### src/rtl/grostl_add_constant_stream_if.sv
// Stream bundle for the Grostl AddRoundConstant stage.
// Carries the upstream beat (s_*) and the downstream beat (m_*) of one stage.
//   slave  : stage side  (consumes s_*, produces m_*, consumes m_ready)
//   master : environment (produces s_*, consumes m_*, produces m_ready)
// Parameters: LANES (64-bit columns per beat), RNDW (round-number width).
`timescale 1ns/1ps
interface grostl_add_constant_stream_if #(
  parameter int unsigned LANES = 1,
  parameter int unsigned RNDW  = 4
);
  localparam int unsigned DW = LANES * 64;

  logic            s_valid;
  logic            s_ready;
  logic [DW-1:0]   s_data;
  logic            s_pq;
  logic [RNDW-1:0] s_rnd;

  logic            m_valid;
  logic            m_ready;
  logic [DW-1:0]   m_data;
  logic            m_pq;
  logic [RNDW-1:0] m_rnd;
  logic            m_first;
  logic            m_last;

  modport slave (
    input  s_valid, s_data, s_pq, s_rnd, m_ready,
    output s_ready, m_valid, m_data, m_pq, m_rnd, m_first, m_last
  );

  modport master (
    output s_valid, s_data, s_pq, s_rnd, m_ready,
    input  s_ready, m_valid, m_data, m_pq, m_rnd, m_first, m_last
  );
endinterface

### src/rtl/grostl_add_constant_stream.sv
// Column-serial AddRoundConstant stage for the Grostl P and Q permutations.
// A state of NCOLS 64-bit columns streams through as NCOLS/LANES beats; the
// column index is tracked internally and first/last beats are tagged.
// Ports:
//   clk        clock
//   rst        synchronous active-high reset
//   bus.slave  s_valid/s_ready/s_data/s_pq/s_rnd in,
//              m_valid/m_ready/m_data/m_pq/m_rnd/m_first/m_last out
// Optional feature macro: GROSTL_AC_SKID_EN
//   undefined : s_ready = !m_valid || m_ready (combinational)
//   defined   : 1-entry skid register, s_ready registered (skid empty)
`timescale 1ns/1ps
module grostl_add_constant_stream #(
  parameter int unsigned NCOLS     = 8,
  parameter int unsigned LANES     = 1,
  parameter int unsigned RNDW      = 4,
  parameter int unsigned Q_COL_OFS = 6
) (
  input logic clk,
  input logic rst,
  grostl_add_constant_stream_if.slave bus
);

  localparam int unsigned DW    = LANES * 64;
  localparam int unsigned COLW  = $clog2(NCOLS);
  localparam int unsigned BEATS = NCOLS / LANES;
  localparam int unsigned BCW   = (BEATS > 1) ? $clog2(BEATS) : 1;

  localparam logic [BCW-1:0]  BCNT_LAST = BCW'(BEATS - 1);
  // NCOLS is a power of two, so truncation is the mod-NCOLS reduction.
  localparam logic [COLW-1:0] QOFS      = COLW'(Q_COL_OFS);

  typedef struct packed {
    logic [DW-1:0]   data;
    logic            pq;
    logic [RNDW-1:0] rnd;
    logic            first;
    logic            last;
  } beat_t;

  // Round-constant byte: column nibble in the high half, round nibble low.
  function automatic logic [7:0] ac_byte(input logic [COLW-1:0] col,
                                         input logic [RNDW-1:0] rnd);
    return {4'(col), 4'(rnd)};
  endfunction

  // One column of AddRoundConstant; byte 0 sits in bits [63:56].
  function automatic logic [63:0] ac_column(input logic [63:0]     c,
                                            input logic [COLW-1:0] col,
                                            input logic            pq,
                                            input logic [RNDW-1:0] rnd);
    logic [63:0] r;
    if (pq) begin
      r = ~(c ^ {56'd0, ac_byte(COLW'(col + QOFS), rnd)});
    end else begin
      r = c ^ {ac_byte(col, rnd), 56'd0};
    end
    return r;
  endfunction

  logic [BCW-1:0]  bcnt;
  logic            pq_q;
  logic [RNDW-1:0] rnd_q;
  logic            m_valid_q;
  beat_t           out_q;

  logic            s_ready_int;
  logic            accept;
  logic            first_c;
  logic            last_c;
  logic            eff_pq;
  logic [RNDW-1:0] eff_rnd;
  beat_t           new_beat;

  assign accept = bus.s_valid && s_ready_int;

  // Transform of the beat currently offered on s_*; the first beat of a
  // state uses the live sideband, later beats use the latched copy.
  always_comb begin
    first_c  = (bcnt == '0);
    last_c   = (bcnt == BCNT_LAST);
    eff_pq   = first_c ? bus.s_pq  : pq_q;
    eff_rnd  = first_c ? bus.s_rnd : rnd_q;
    new_beat = '0;
    new_beat.pq    = eff_pq;
    new_beat.rnd   = eff_rnd;
    new_beat.first = first_c;
    new_beat.last  = last_c;
    for (int unsigned k = 0; k < LANES; k++) begin
      new_beat.data[DW-1-64*k -: 64] =
        ac_column(bus.s_data[DW-1-64*k -: 64],
                  COLW'(32'(bcnt) * LANES + k), eff_pq, eff_rnd);
    end
  end

  // Beat counter and per-state sideband latch.
  always_ff @(posedge clk) begin
    if (rst) begin
      bcnt  <= '0;
      pq_q  <= 1'b0;
      rnd_q <= '0;
    end else if (accept) begin
      bcnt <= last_c ? '0 : bcnt + BCW'(1);
      if (first_c) begin
        pq_q  <= bus.s_pq;
        rnd_q <= bus.s_rnd;
      end
    end
  end

`ifdef GROSTL_AC_SKID_EN
  logic  skid_valid;
  beat_t skid_q;
  logic  s_ready_q;
  logic  out_free;

  assign out_free    = !m_valid_q || bus.m_ready;
  assign s_ready_int = s_ready_q;

  // Output register backed by a single skid entry; s_ready_q mirrors
  // "skid empty" so upstream never sees m_ready combinationally.
  always_ff @(posedge clk) begin
    if (rst) begin
      m_valid_q  <= 1'b0;
      out_q      <= '0;
      skid_valid <= 1'b0;
      skid_q     <= '0;
      s_ready_q  <= 1'b1;
    end else if (skid_valid) begin
      if (out_free) begin
        out_q      <= skid_q;
        m_valid_q  <= 1'b1;
        skid_valid <= 1'b0;
        s_ready_q  <= 1'b1;
      end
    end else if (accept) begin
      if (out_free) begin
        out_q     <= new_beat;
        m_valid_q <= 1'b1;
      end else begin
        skid_q     <= new_beat;
        skid_valid <= 1'b1;
        s_ready_q  <= 1'b0;
      end
    end else if (bus.m_ready) begin
      m_valid_q <= 1'b0;
    end
  end
`else
  assign s_ready_int = !m_valid_q || bus.m_ready;

  // Output register; an accept while draining reloads with no bubble.
  always_ff @(posedge clk) begin
    if (rst) begin
      m_valid_q <= 1'b0;
      out_q     <= '0;
    end else if (accept) begin
      out_q     <= new_beat;
      m_valid_q <= 1'b1;
    end else if (bus.m_ready) begin
      m_valid_q <= 1'b0;
    end
  end
`endif

  assign bus.s_ready = s_ready_int;
  assign bus.m_valid = m_valid_q;
  assign bus.m_data  = out_q.data;
  assign bus.m_pq    = out_q.pq;
  assign bus.m_rnd   = out_q.rnd;
  assign bus.m_first = out_q.first;
  assign bus.m_last  = out_q.last;

endmodule

### src/flat_wrapper.sv
// flat-port wrapper written by rule: the top's interface ports become plain ports
module grostl_add_constant_stream_flat 
#(
  parameter int unsigned NCOLS     = 8,
  parameter int unsigned LANES     = 1,
  parameter int unsigned RNDW      = 4,
  parameter int unsigned Q_COL_OFS = 6
)
  (clk, rst, bus_s_valid, bus_s_data, bus_s_pq, bus_s_rnd, bus_m_ready, bus_s_ready, bus_m_valid, bus_m_data, bus_m_pq, bus_m_rnd, bus_m_first, bus_m_last);
  grostl_add_constant_stream_if #(.LANES(LANES), .RNDW(RNDW)) bus_i ();
  input logic clk;
  input logic rst;
  input wire logic [$bits(bus_i.s_valid)-1:0] bus_s_valid;
  input wire logic [$bits(bus_i.s_data)-1:0] bus_s_data;
  input wire logic [$bits(bus_i.s_pq)-1:0] bus_s_pq;
  input wire logic [$bits(bus_i.s_rnd)-1:0] bus_s_rnd;
  input wire logic [$bits(bus_i.m_ready)-1:0] bus_m_ready;
  output wire logic [$bits(bus_i.s_ready)-1:0] bus_s_ready;
  output wire logic [$bits(bus_i.m_valid)-1:0] bus_m_valid;
  output wire logic [$bits(bus_i.m_data)-1:0] bus_m_data;
  output wire logic [$bits(bus_i.m_pq)-1:0] bus_m_pq;
  output wire logic [$bits(bus_i.m_rnd)-1:0] bus_m_rnd;
  output wire logic [$bits(bus_i.m_first)-1:0] bus_m_first;
  output wire logic [$bits(bus_i.m_last)-1:0] bus_m_last;
  assign bus_i.s_valid = bus_s_valid;
  assign bus_i.s_data = bus_s_data;
  assign bus_i.s_pq = bus_s_pq;
  assign bus_i.s_rnd = bus_s_rnd;
  assign bus_i.m_ready = bus_m_ready;
  assign bus_s_ready = bus_i.s_ready;
  assign bus_m_valid = bus_i.m_valid;
  assign bus_m_data = bus_i.m_data;
  assign bus_m_pq = bus_i.m_pq;
  assign bus_m_rnd = bus_i.m_rnd;
  assign bus_m_first = bus_i.m_first;
  assign bus_m_last = bus_i.m_last;
  grostl_add_constant_stream #(.NCOLS(NCOLS), .LANES(LANES), .RNDW(RNDW), .Q_COL_OFS(Q_COL_OFS)) u_core (.clk(clk), .rst(rst), .bus(bus_i));
endmodule
### config.mk
export PLATFORM = sky130hd
export DESIGN_NAME = grostl_add_constant_stream_flat
export DESIGN_NICKNAME = d
export VERILOG_FILES = /design/src/rtl/grostl_add_constant_stream_if.sv /design/src/rtl/grostl_add_constant_stream.sv /design/src/flat_wrapper.sv
export SDC_FILE = /design/constraint.sdc
export NUM_CORES = 1
export LEC_CHECK = 0
export ABC_AREA = 1
export CORE_MARGIN = 3
export CORE_UTILIZATION = 44
export DETAILED_ROUTE_END_ITERATION = 12
export PLACE_DENSITY = 0.84
export SYNTH_ARGS = -nofsm -noshare
export SYNTH_HDL_FRONTEND = slang
export SYNTH_SLANG_ARGS = --single-unit
export TNS_END_PERCENT = 20
### constraint.sdc
create_clock -name clk -period 2.3 [get_ports clk]
set_input_delay 0.575 -clock clk [delete_from_list [all_inputs] [get_ports clk]]
set_output_delay 0.575 -clock clk [all_outputs]
set_load 0.05 [all_outputs]
# [After elaboration in Yosys (flattened, before gate mapping)]
# Index checks and enable logic that the tools add are counted.
[op_classes] eq_ne=1 n_mux=6 addsub=2 n_reduce_logical=5 n_bitwise=3
[ops] op="64-bit 2-to-1 mux" n=1
[ops] op="64-bit inverter" n=1
[ops] op="64-bit by 63-bit bitwise XOR with 64-bit output" n=1
[ops] op="64-bit by 7-bit bitwise XOR with 64-bit output" n=1
[ops] op="4-bit 2-to-1 mux" n=1
[ops] op="3-bit by 1-bit adder with 3-bit output (second input constant)" n=1
[ops] op="3-bit adder (second input constant)" n=1
[ops] op="3-bit == test (second input constant)" n=1
[ops] op="3-bit zero test" n=1
[ops] op="1-bit 2-to-1 mux" n=3
[ops] op="3-bit 2-to-1 mux" n=1
[ops] op="2-bit nonzero test" n=1
[ops] op="1-bit logical AND" n=1
[ops] op="1-bit zero test" n=1
[ops] op="1-bit logical OR" n=1
[totals] regBits=75 output_inout_bits=73 inputBits=73 word_cells=24

# [Logic depth before layout (Yosys ltp)]
[logic_depth] word_depth=5 ltp_mapped=11 mapped_depth_nobuf=10

# [Worst setup path before layout]
# OpenSTA, ideal clock, no wires.
[synth_timing] path_type="register to register" start="register u_core.m_valid_q (netlist: u_core.bus.m_valid)" end="register u_core.out_q, in the netlist u_core.bus.m_pq" arrival_time_ns=1.871 t_required_ns=2.168 slack_ns=0.297 n_path_buf=2 period_less_slack_ns=2.003 stages_incl_launch_ff=8 setup_time_ns=0.132 path_cell_list="dfxtp_1 > nand2_1 > nand2_2 > inv_2 > nand2_4 > buf_6 > buf_2 > a21oi_1"
[synth_via] elab_chain_cells=3
[synth_rtl] item="from (decl)" line_no="grostl_add_constant_stream.sv:64" text="logic m_valid_q;"
[synth_rtl] item="from (signal assigned)" line_no="grostl_add_constant_stream.sv:155" text="m_valid_q <= 1'b0;"
[synth_rtl] item="from (signal assigned)" line_no="grostl_add_constant_stream.sv:159" text="m_valid_q <= 1'b1;"
[synth_rtl] item="from (signal assigned)" line_no="grostl_add_constant_stream.sv:161" text="m_valid_q <= 1'b0;"
[synth_rtl] item="1-bit zero test" line_no="grostl_add_constant_stream.sv:150" text="assign s_ready_int = !m_valid_q || bus.m_ready;"
[synth_rtl] item="1-bit logical OR" line_no="grostl_add_constant_stream.sv:150"
[synth_rtl] item="via bus_s_ready" line_no="flat_wrapper.sv:18" text="output wire logic [$bits(bus_i.s_ready)-1:0] bus_s_ready;"
[synth_rtl] item="1-bit logical AND" line_no="grostl_add_constant_stream.sv:75" text="assign accept = bus.s_valid && s_ready_int;"
[synth_rtl] item="to (signal assigned)" line_no="grostl_add_constant_stream.sv:158" text="out_q <= new_beat;"
[synth_rtl] item="to (decl)" line_no="grostl_add_constant_stream.sv:65" text="beat_t out_q;"
# The timed path passes the listed nets, and every way through them passes these cells.
# A chain may end at the register's enable or synchronous reset.

# [Worst setup path in the final report]
[layout_timing] start="register u_core.out_q, in the netlist u_core.bus.m_pq" end="output port bus_m_pq"
[layout_lines] item="to (decl)" line_no="flat_wrapper.sv:21" text="output wire logic [$bits(bus_i.m_pq)-1:0] bus_m_pq;"
# No word-level cell between the ends.

==> results.json <==
{
  "peakVddDrop_uv": 406.7,
  "power_w": 0.003754,
  "via_per_inst": 4.966,
  "grt_pass1_wl_um": 17650,
  "fin_setup_tns_ns": 0,
  "cts_tree": "done",
  "outcome": "finished clean",
  "syn_inst": 586,
  "synth_area_mm2": 0.003742,
  "htreeDepth": 3,
  "slew_violations": 0,
  "drc": 0,
  "ys_types": 22,
  "multi_input_area_mm2": 0.001723,
  "clk_latency_ns": 0.34,
  "ys.warnings.count": 0,
  "n_antenna_cell": 0,
  "n_fill_cell": 737,
  "numCtsBuffers": 9,
  "dp_hpwl_um": 7981,
  "syn_nets": 662,
  "crit_slowest_cell": "clkdlybuf4s50_1",
  "die_y_um": 98.23,
  "cp_cell_sequence": "clkdlybuf4s50_1",
  "synth_area_leader_cell": "dfxtp_1",
  "io-pin-count": 146,
  "die_w_um": 98.23,
  "worstHoldStart": "u_core.bus.m_first$_SDFFE_PP0P_",
  "gp_congestion": 0.8059,
  "start_kind": "flop",
  "grt_antenna_before_repair": 0,
  "grt_usage_pct": 22.08,
  "cts_resized": 0,
  "cp_num_buf_inv": 1,
  "crit_path_start": "u_core.bus.m_pq$_SDFFE_PP0P_",
  "relSlewSlack_pct": 62.95,
  "drive_gt1_share_pct": 4.690,
  "r2r_slack_ns": 0.38,
  "grt_max_degree": 79,
  "clk_pin_slew_ns": 0.06,
  "nets": 797,
  "hold_viol_final": 0,
  "ant_nets": 0,
  "worst_ep_arrival_time_ns": 1.58,
  "leakage_nw": 2.503,
  "rr_startpoint": "u_core.bcnt[0]$_SDFFE_PP0P_",
  "maxCapViolCount": 0,
  "cp.required_ns": 1.73,
  "overflow": 0,
  "post-route-util_pct": 65.95,
  "vias": 4122,
  "postCtsHoldBufs": 0,
  "initial_utilization_pct": 45.32,
  "fmax_ghz": 0.4641,
  "finalClockSkew_ns": 0.01172,
  "cts_root_buffer": "clkbuf_8",
  "crit_path_end_kind": "primary output",
  "portBuffers": 145,
  "numClockSinks": 75,
  "setup_violations": 0,
  "regArea_mm2": 0.001501,
  "worstPathMaxFanout": 4,
  "ys_seq_area_share_pct": 40.12,
  "die-area_mm2": 0.009648,
  "cts_setup_buffers": 0,
  "rsz0062_at_grt": "false",
  "max_stage_delay_ns": 0.85,
  "synth_area_per_cell_um2": 6.386,
  "drtIter0Drc": 176,
  "placement_rows": 33,
  "area_delta_synth_final_pct": 45.54,
  "grt_pass1_vias": 4038,
  "fin_crit_sh_pct": 93.68,
  "power_density_mw_per_mm2": 689.3,
  "wl_per_cell_um": 13.01,
  "worst_pin_slew_ns": 0.5540,
  "hold_class": "flop to flop",
  "worstSetupPathType": "flop to primary output",
  "synthTopCellsByArea": "dfxtp_1 40%, o21ai_0 14%, nor2_1 11%",
  "ys_ff_latch": 75,
  "coreArea_mm2": 0.008258,
  "final.min_clock_period_ns": 2.155,
  "wl_um": 10800,
  "dr.pass1.iters": 4,
  "cts_buffer_depth": 2,
  "crit_family": "buffers and inverters",
  "synth_top_area_share_pct": 40.12
}
-- through the flow --
stage                     hold WS [ns]  instances  cell area (µm²)  setup slack, ns
after floorplan                 0.5231        586             3742           0.2968
after global placement          0.4545        815             5285           0.2665
after detailed placement        0.4619        815             5285           0.2226
after CTS                       0.4715        830             5446           0.1398
after global routing            0.5299        830             5446           0.1062
final                           0.4703        830             5446           0.1452
-- logic make-up after synthesis --
family / Yosys count / share of synthesized area [%]
buffers and inverters: 126 / 13.84
xor gates and xnor gates: 3 / 0.7022
AOI/OAI and AO/OA: 135 / 18.12
adders and majority gates: 3 / 1.003
and+or+nand+nor: 244 / 26.21
DFF: 75 / 40.12
-- cell usage in the layout, fill, tap and decap left out, types with 10 or more instances in the layout --
cell type	Yosys	layout
dfxtp_1	75	75
clkdlybuf4s50_1	0	144
clkbuf_8	0	10
buf_4	0	11
nand2_1	102	102
nor2_1	107	107
nand3_1	27	27
a21oi_1	25	25
inv_1	89	89
o21ai_0	106	106
-- registers in the layout (all words and copies together) (netlist names) --
| signal | flops |
|---|---|
| u_core.bus.m_first | 1 |
| u_core.bcnt | 3 |
| u_core.bus.m_pq | 1 |
| u_core.bus.m_last | 1 |
| u_core.bus.m_rnd | 4 |
| u_core.bus.m_data | 64 |
| u_core.bus.m_valid | 1 |
-- final timing paths --
check,end,cells past startpoint
setup / recovery,bus_m_pq,1
hold reg to reg,u_core.bus.m_first$_SDFFE_PP0P_,2
hold / removal,u_core.bus.m_first$_SDFFE_PP0P_,2
setup reg to reg,u_core.bus.m_data[13]$_SDFFE_PP0P_,9
-- metal layers --
| layer | GRT usage (%) | vias to the layer above | share of wire (%) |
|---|---|---|---|
| met3 | 5.929 | 17 | 7.5 |
| li1 | - | 2075 | - |
| met1 | 25.40 | 1890 | 42 |
| met2 | 38.90 | 140 | 49 |
| met4 | 8.718 | 0 | 1.9 |
| met5 | 0 | - | 0 |
-- layout make-up --
| type | instances | area share, % |
|---|---|---|
| multi-input combinational | 385 | 31.63 |
| timing repair buffer | 158 | 29.08 |
| sequential | 75 | 27.57 |
| inverter | 92 | 6.340 |
| clock buffer | 13 | 2.734 |
| tap | 105 | 2.412 |
| clock inverter | 2 | 0.2297 |
-- where the power goes --
group,internal [W],switching (W)
sequential,0.00143,0.0000823
combinational,0.000500,0.000871
clock,0.000415,0.000456
total,0.00234,0.00141
-- Yosys cell counts --
master    count
nand3b_1      2
buf_1         3
clkbuf_2      1
inv_2         3
xnor2_1       1
ha_1          3
buf_6         4
nand2_4       2
inv_1        89
nor3_1        1
a22oi_1       1
nand3_1      27
buf_2        11
nor2_1      107
nand2_1     102
dfxtp_1      75
o21ai_0     106
nand2_2       3
a21oi_1      25
xor2_1        2
o21ai_1       3
clkbuf_1     15
(Power assumes the default switching activity.)
